$ cat src/rtl/msi_tx_engine.sv
// msi_tx_engine
// Builds the MSI Memory Write TLP (3DW or 4DW header, one data DW) on the
// 64-bit TRN transmit port. The port is shared with another TX engine
// through a tx_req/tx_grant handshake. Requests that arrive while a message
// is in flight coalesce into a single follow-up MSI.
module msi_tx_engine #(
    parameter int unsigned HOLDOFF_CYCLES = 16,
    parameter logic [2:0]  MSI_TC         = 3'b000
) (
    input  logic        trn_clk,
    input  logic        reset,
    output logic [63:0] trn_td,
    output logic [7:0]  trn_trem_n,
    output logic        trn_tsof_n,
    output logic        trn_teof_n,
    output logic        trn_tsrc_rdy_n,
    input  logic        trn_tdst_rdy_n,
    output logic        tx_req,
    input  logic        tx_grant,
    input  logic        cfg_interrupt_msienable,
    input  logic [15:0] cfg_completer_id,
    input  logic [63:0] msi_message_addr_reg,
    input  logic [15:0] msi_message_data_reg,
    input  logic        irq_req,
    output logic        irq_busy,
    output logic [31:0] msi_sent_cnt
);

    typedef enum logic [2:0] {
        S_IDLE,
        S_REQ,
        S_B0,
        S_B1,
        S_B2,
        S_GAP
    } state_t;

    state_t      r_state;
    logic [63:0] r_td;
    logic [7:0]  r_trem_n;
    logic        r_tsof_n;
    logic        r_teof_n;
    logic        r_tsrc_rdy_n;
    logic        r_tx_req;
    logic        r_irq_busy;
    logic [31:0] r_sent_cnt;
    logic        r_pending;
    logic [31:0] r_hold_cnt;

    // Message parameters frozen at request acceptance
    logic [63:0] r_addr;
    logic [15:0] r_data;
    logic [15:0] r_cid;

    logic        w_start;
    logic        w_beat_ok;
    logic        w_is_4dw;
    logic        w_hold_done;
    logic [31:0] w_dw0;
    logic [31:0] w_dw1;
    logic [31:0] w_data_dw;

    assign w_start     = (irq_req | r_pending) & cfg_interrupt_msienable;
    assign w_beat_ok   = ~r_tsrc_rdy_n & ~trn_tdst_rdy_n;
    assign w_is_4dw    = |r_addr[63:32];
    assign w_hold_done = (r_hold_cnt + 32'd1) >= HOLDOFF_CYCLES;

    assign w_dw0 = {1'b0, (w_is_4dw ? 2'b11 : 2'b10), 5'b00000, 1'b0, MSI_TC,
                    4'b0000, 1'b0, 1'b0, 2'b00, 2'b00, 10'd1};
    assign w_dw1 = {r_cid, 8'h00, 4'h0, 4'hF};
    // Payload is little-endian; TRN carries byte 0 in the top lane
    assign w_data_dw = {r_data[7:0], r_data[15:8], 16'h0000};

    assign trn_td         = r_td;
    assign trn_trem_n     = r_trem_n;
    assign trn_tsof_n     = r_tsof_n;
    assign trn_teof_n     = r_teof_n;
    assign trn_tsrc_rdy_n = r_tsrc_rdy_n;
    assign tx_req         = r_tx_req;
    assign irq_busy       = r_irq_busy;
    assign msi_sent_cnt   = r_sent_cnt;

    // Capture address/data/requester ID when a request is accepted; low address bits forced to zero
    always_ff @(posedge trn_clk) begin
        if (r_state == S_IDLE && w_start) begin
            r_addr <= msi_message_addr_reg & 64'hFFFF_FFFF_FFFF_FFFC;
            r_data <= msi_message_data_reg;
            r_cid  <= cfg_completer_id;
        end
    end

    // Main FSM: request the port, stream the header/payload beats, then enforce the holdoff gap
    always_ff @(posedge trn_clk) begin
        if (reset) begin
            r_state      <= S_IDLE;
            r_td         <= 64'h0;
            r_trem_n     <= 8'h00;
            r_tsof_n     <= 1'b1;
            r_teof_n     <= 1'b1;
            r_tsrc_rdy_n <= 1'b1;
            r_tx_req     <= 1'b0;
            r_irq_busy   <= 1'b0;
            r_sent_cnt   <= 32'h0;
            r_pending    <= 1'b0;
            r_hold_cnt   <= 32'h0;
        end else begin
            // IDLE either consumes the request or has nothing pending; disabling MSI drops any backlog
            if (!cfg_interrupt_msienable || r_state == S_IDLE) begin
                r_pending <= 1'b0;
            end else if (irq_req) begin
                r_pending <= 1'b1;
            end

            case (r_state)
                S_IDLE: begin
                    if (w_start) begin
                        r_tx_req   <= 1'b1;
                        r_irq_busy <= 1'b1;
                        r_state    <= S_REQ;
                    end else begin
                        r_irq_busy <= 1'b0;
                    end
                end

                S_REQ: begin
                    if (tx_grant) begin
                        r_td         <= {w_dw0, w_dw1};
                        r_trem_n     <= 8'h00;
                        r_tsof_n     <= 1'b0;
                        r_teof_n     <= 1'b1;
                        r_tsrc_rdy_n <= 1'b0;
                        r_state      <= S_B0;
                    end
                end

                S_B0: begin
                    if (w_beat_ok) begin
                        r_tsof_n <= 1'b1;
                        r_trem_n <= 8'h00;
                        if (w_is_4dw) begin
                            r_td     <= r_addr;
                            r_teof_n <= 1'b1;
                        end else begin
                            r_td     <= {r_addr[31:0], w_data_dw};
                            r_teof_n <= 1'b0;
                        end
                        r_state <= S_B1;
                    end
                end

                S_B1, S_B2: begin
                    if (w_beat_ok) begin
                        if (!r_teof_n) begin
                            // Final beat accepted: release the port and start the holdoff
                            r_tsrc_rdy_n <= 1'b1;
                            r_teof_n     <= 1'b1;
                            r_trem_n     <= 8'h00;
                            r_tx_req     <= 1'b0;
                            r_sent_cnt   <= r_sent_cnt + 32'd1;
                            r_hold_cnt   <= 32'h0;
                            r_state      <= S_GAP;
                        end else begin
                            // Second beat of a 4DW header went out; payload goes in the upper lane
                            r_td     <= {w_data_dw, 32'h0};
                            r_teof_n <= 1'b0;
                            r_trem_n <= 8'h0F;
                            r_state  <= S_B2;
                        end
                    end
                end

                S_GAP: begin
                    if (w_hold_done) begin
                        r_irq_busy <= w_start;
                        r_state    <= S_IDLE;
                    end else begin
                        r_hold_cnt <= r_hold_cnt + 32'd1;
                    end
                end

                default: begin
                    r_state <= S_IDLE;
                end
            endcase
        end
    end

endmodule
$ cat config.mk
export PLATFORM = sky130hd
export DESIGN_NAME = msi_tx_engine
export DESIGN_NICKNAME = d
export VERILOG_FILES = /design/src/rtl/msi_tx_engine.sv
export SDC_FILE = /design/constraint.sdc
export NUM_CORES = 1
export LEC_CHECK = 0
export ABC_AREA = 1
export BUFFER_PORTS_ARGS = -buffer_cell sky130_fd_sc_hd__buf_4
export CORE_UTILIZATION = 59
export DETAILED_ROUTE_END_ITERATION = 12
export GPL_TIMING_DRIVEN = 1
export MAX_ROUTING_LAYER = met4
export PLACE_DENSITY = 0.85
export SYNTH_ARGS = -nofsm -noshare
export SYNTH_HDL_FRONTEND = slang
export SYNTH_SLANG_ARGS = --single-unit
$ cat constraint.sdc
create_clock -name trn_clk -period 16.6 [get_ports trn_clk]
set_input_delay 0.83 -clock trn_clk [delete_from_list [all_inputs] [get_ports trn_clk]]
set_output_delay 0.83 -clock trn_clk [all_outputs]
set_load 0.01 [all_outputs]
Yosys cells after proc, flatten, opt, wreduce, memory -nomap -nowiden
Cells that the tools add are included.
{ "totals": {"reg_bits": 239, "elab_cells": 100, "output_inout_bits": 109, "input_bits": 102} }
{ "op_classes": {"n_reduce_logical": 22, "bitwise": 6, "n_addsub": 2, "n_lt_le_gt_ge": 1, "n_eq_ne": 13, "n_mux": 42} }
{ "ops": {"columns": ["operator", "n"], "rows": [
  ["2-to-1 mux 64 bit", 5],
  ["one-hot mux 64 bit (3 select lines)", 1],
  ["2-to-1 mux 32 bit", 3],
  ["adder 32 x 1 -> 32 bit, second input constant", 2],
  ["one-hot mux 32 bit (2 select lines)", 1],
  [">= comparator 32 x 5 -> 1 bit, second input constant", 1],
  ["OR reduction 32 bit", 1],
  ["2-to-1 mux 8 bit", 3],
  ["one-hot mux 8 bit (3 select lines)", 1],
  ["2-to-1 mux 1 bit", 16],
  ["!= test 2 bit, second input constant", 8],
  ["AND reduction 4 bit", 4],
  ["2-to-1 mux 3 bit", 5],
  ["one-hot mux 3 bit (5 select lines)", 1],
  ["AND reduction 5 bit", 2],
  ["nonzero test 2 bit", 5],
  ["one-hot mux 1 bit (2 select lines)", 4],
  ["== test 3 x 2 -> 1 bit, second input constant", 2],
  ["== test 3 bit, second input constant", 2],
  ["AND reduction 3 bit", 2],
  ["2-to-1 mux 4 bit", 1],
  ["OR reduction 2 bit", 2],
  ["== test 3 x 1 -> 1 bit, second input constant", 1],
  ["zero test 3 bit", 1],
  ["9 further kinds", 12]
]} }

Depth between registers and ports, before layout
{ "logic_depth": {"word_depth": 4, "ltp_mapped": 16} }

Worst setup path after synthesis
No wires, ideal clock.
{ "synth_path": {"path_kind": "input port to flip-flop", "start": "input cfg_interrupt_msienable", "end": "register r_addr[10] (enable)", "arrival_ns": 4.958, "n_path_buf": 0, "required_ns": 16.053, "setup_slack_ns": 11.095, "stages": 2, "cell_sequence": "o21ai_0 nor2_1"} }
{ "synth_between": {"elab_chain_len": 2} }
{ "synth_lines": {"columns": ["item", "line_no", "text"], "rows": [
  ["from (decl)", "20", "input logic cfg_interrupt_msienable,"],
  ["AND 1 bit", "63", "assign w_start = (irq_req | r_pending) & cfg_interrupt_msienable;"],
  ["logical AND 1 bit", "85", "if (r_state == S_IDLE && w_start) begin"],
  ["to (signal assigned)", "86", "r_addr <= msi_message_addr_reg & 64'hFFFF_FFFF_FFFF_FFFC;"],
  ["to (decl)", "51", "logic [63:0] r_addr;"]
]} }
Every way passes these cells.
A chain may end at the register's enable or synchronous reset.

Worst setup path in the final report
{ "layout_path": {"start": "register r_state[2]", "end": "register r_td[12], in the netlist trn_td[12]"} }
{ "layout_between": {"elab_chain_len": 4, "word_cells_on_any_way": 12, "cone_classes": "eq/ne (8); mux (1); reduce/logical (3)"} }
{ "layout_lines": {"columns": ["item", "line_no", "text"], "rows": [
  ["from (decl)", "38", "state_t r_state;"],
  ["from (signal assigned)", "95", "r_state <= S_IDLE;"],
  ["from (signal assigned)", "119", "r_state <= S_REQ;"],
  ["from (signal assigned)", "132", "r_state <= S_B0;"],
  ["== test 3 x 2 -> 1 bit / == test 3 bit (equally long branches)", "114", "case (r_state)"],
  ["OR reduction 2 bit", "114", null],
  ["!= test 2 bit (no line) / nonzero test 3 bit (equally long branches)", null, null],
  ["AND reduction 5 bit (no line)", null, null],
  ["to (signal assigned)", "127", "r_td <= {w_dw0, w_dw1};"],
  ["to (signal assigned)", "141", "r_td <= r_addr;"],
  ["to (signal assigned)", "144", "r_td <= {r_addr[31:0], w_data_dw};"],
  ["to (decl)", "39", "logic [63:0] r_td;"]
]} }
Several ways; a longest one is shown, not always the timed one.

==> impl_metrics.toml <==
[setup_path]
crit_type = "reg2reg"
worst-endpoint-arrival_ps = 4020
cp-start-kind = "flop"
required_ps = 17040
end_kind = "flop"
critPathMaxFanout = 54

[final_layout]
syn_to_final_growth_pct = 24.4
fillers = 1133
diodes = 0
finalNetCount = 1430
utilization_pct = 75.0
regArea_sq_mm = 0.00557
multi_input_area_sq_mm = 0.00375
drive_above_1_share_pct = 22.5

[clock_tree]
htree_levels = 1
cts-root-buf = "clkbuf_16"
postCtsSetupBuffers = 0
cts.sinks = 231
cts_hold_buf = 0
cts_resized = 0
worstSkewPairLatency_ps = 530
cts.path.max_buffers = 3
cts_buffers = 24
cts_tree = "built"
path_clk_slew_ps = 60

[timing]
worst_slack_ps = 13020
fmax_mhz = 279
slew_headroom_pct = 22.2
finalSetupViolCount = 0
finalCritPeriodShare_pct = 21.6
rsz0062_at_grt = "no"
slew_viol_final = 0
tns_ps = 0
tightest_slew_ps = 1170
final-hold-violation-count = 0
skew_ps = 12.4
fin_hold_ws_ps = 470
min_period_ps = 3580

[synth]
yosys.area.top_type = "edfxtp_1"
syn-mean-instance-area_sq_um = 8.77
ys_seq_area_share_pct = 55.9
synth_top_area_share_pct = 28.3
synthTopCellsByCount = "218 x nand2_1, 137 x dfxtp_1, 126 x nor2_1"
synthFlopType = "dfxtp_1"
synth_warnings = 0
synth_cells = 1136
async_flop_share_pct = 0
yosysMostFrequentCell = "nand2_1"
synth_edf_count = 94
ys_top_cells_by_area = "edfxtp_1 28%, dfxtp_1 28%, nand2_1 8.2%"
ys_seq_elements = 231
ys_types = 43
synth_area_sq_mm = 0.00996

[detailed_routing]
drtPass1Iterations = 5
dr.first_iter.drc_count = 534
ant_nets = 0
wirelength_mm = 26.0
vias = 8645
drt-vias-per-instance = 5.53
wl_per_cell_microns = 16.6
route.detailed.drc = 0

[floorplan]
core_area_sq_mm = 0.0165
die-width_microns = 132
ioPinCount = 211
die_y_microns = 132
die_area_sq_mm = 0.0174
fp-row-count = 47
initial_core_util_pct = 60.3

[global_routing]
grt_antenna_before_repair = 0
grt_usage_pct = 30.4
grt_max_degree = 72
grt_pass1_vias = 8465
grt_pass1_wl_mm = 41.1
grt.overflow.total = 0

[place]
io_buffer_count = 204
dp_hpwl_mm = 17.5
pre_cts_ws_ps = 13190
gp_congestion = 0.931

[power]
power_density_mw_per_mm2 = 134
peakVddDrop_uv = 107
p_leak_nw = 4.94

[run]
cap_viol_max_count = 0

[status]
status = "finished clean"

[min_path]
hp-class = "reg2reg"
-- report_power, final --
group          internal (W)  leakage, nW  total (W)  switching [W]
clock              0.000328        0.389   0.000547       0.000219
combinational      0.000147         2.57   0.000380       0.000233
sequential         0.000681         1.98   0.000731      0.0000502
-- worst paths after layout --
| check | from | end | slack (ps) | cells past startpoint |
|---|---|---|---|---|
| worst max-delay path | r_state[2]$_SDFFE_PP0P_ | trn_td[12]$_SDFFE_PP0P_ | 13020 | 12 |
| worst min register to register | trn_tsof_n$_SDFFE_PP1P_ | trn_tsof_n$_SDFFE_PP1P_ | 470 | 2 |
| worst min-delay path | trn_tsof_n$_SDFFE_PP1P_ | trn_tsof_n$_SDFFE_PP1P_ | 470 | 2 |
| worst max register to register | r_state[2]$_SDFFE_PP0P_ | trn_td[12]$_SDFFE_PP0P_ | 13020 | 12 |
-- stage by stage --
stage	total power [W]	instances	instance area, sq um
final	0.00166	1564	12400
after global routing	0.00173	1564	12400
after CTS	0.00166	1564	12400
after detailed placement	0.00111	1520	11600
after floorplan	0.000968	1139	9970
after global placement	0.00110	1520	11600
-- per-layer routing --
layer	part of all wire [%]	vias up	track usage (%)	wire length (microns)
met4	3.9	0	14.2	1010
met2	49	383	50.4	12600
met3	8.1	79	5.34	2100
met1	39	3981	36.0	10200
li1	-	4202	-	-
met5	0	-	-	0
-- kinds of logic after synthesis --
logic type / Yosys count / synth area share (%)
other cells: 1 / 0.0377
xor+xnor: 7 / 0.616
buf+inv: 159 / 6.65
simple gates: 522 / 24.4
flops: 231 / 55.9
compound gates: 214 / 12.1
fa+ha+maj: 2 / 0.251
-- placed cells by master (no fill, tap or decap), types with 14 or more instances in the layout --
cell       synthesis  routed
clkbuf_16          0      24
o211ai_1          17      17
or2_2             16      16
nor2_1           126     123
nand2_1          218     218
nand4_1           19      19
nand3_1           49      49
o21ai_0           54      54
a21oi_1          101     101
a22oi_1           14      14
nor3_1            45      45
buf_4             12     211
dfxtp_1          137     137
edfxtp_1          94      94
o21a_1            16      16
inv_1            102     102
-- registers in the layout (all words and copies together) (netlist names) --
| name | cells |
|---|---|
| tx_req | 1 |
| msi_sent_cnt | 32 |
| trn_trem_n | 1 |
| r_pending | 1 |
| trn_teof_n | 1 |
| r_data | 16 |
| r_hold_cnt | 32 |
| r_addr | 62 |
| trn_tsof_n | 1 |
| r_cid | 16 |
| trn_td | 63 |
| r_state | 3 |
| trn_tsrc_rdy_n | 1 |
| irq_busy | 1 |
-- worst max-delay path: stages (launching register included) --
cell     delay (ps)
dfxtp_1         420
nor2_2           90
nand2_1         700
o22ai_1         150
inv_1           120
nand3_1         170
nor2_1          140
buf_4           250
inv_2           140
buf_4           350
nor3_4          610
nand2_1         120
a21oi_1         190
-- final cells by class --
cell class / count / share of cell area (%)
Multi-Input combinational cell: 749 / 30.3
Timing Repair Buffer: 211 / 12.8
Inverter: 109 / 3.30
Sequential cell: 231 / 44.9
Clock inverter: 9 / 1.06
Tap cell: 220 / 2.22
Clock buffer: 35 / 5.42
No activity file was read; power rests on OpenSTA's default activity.
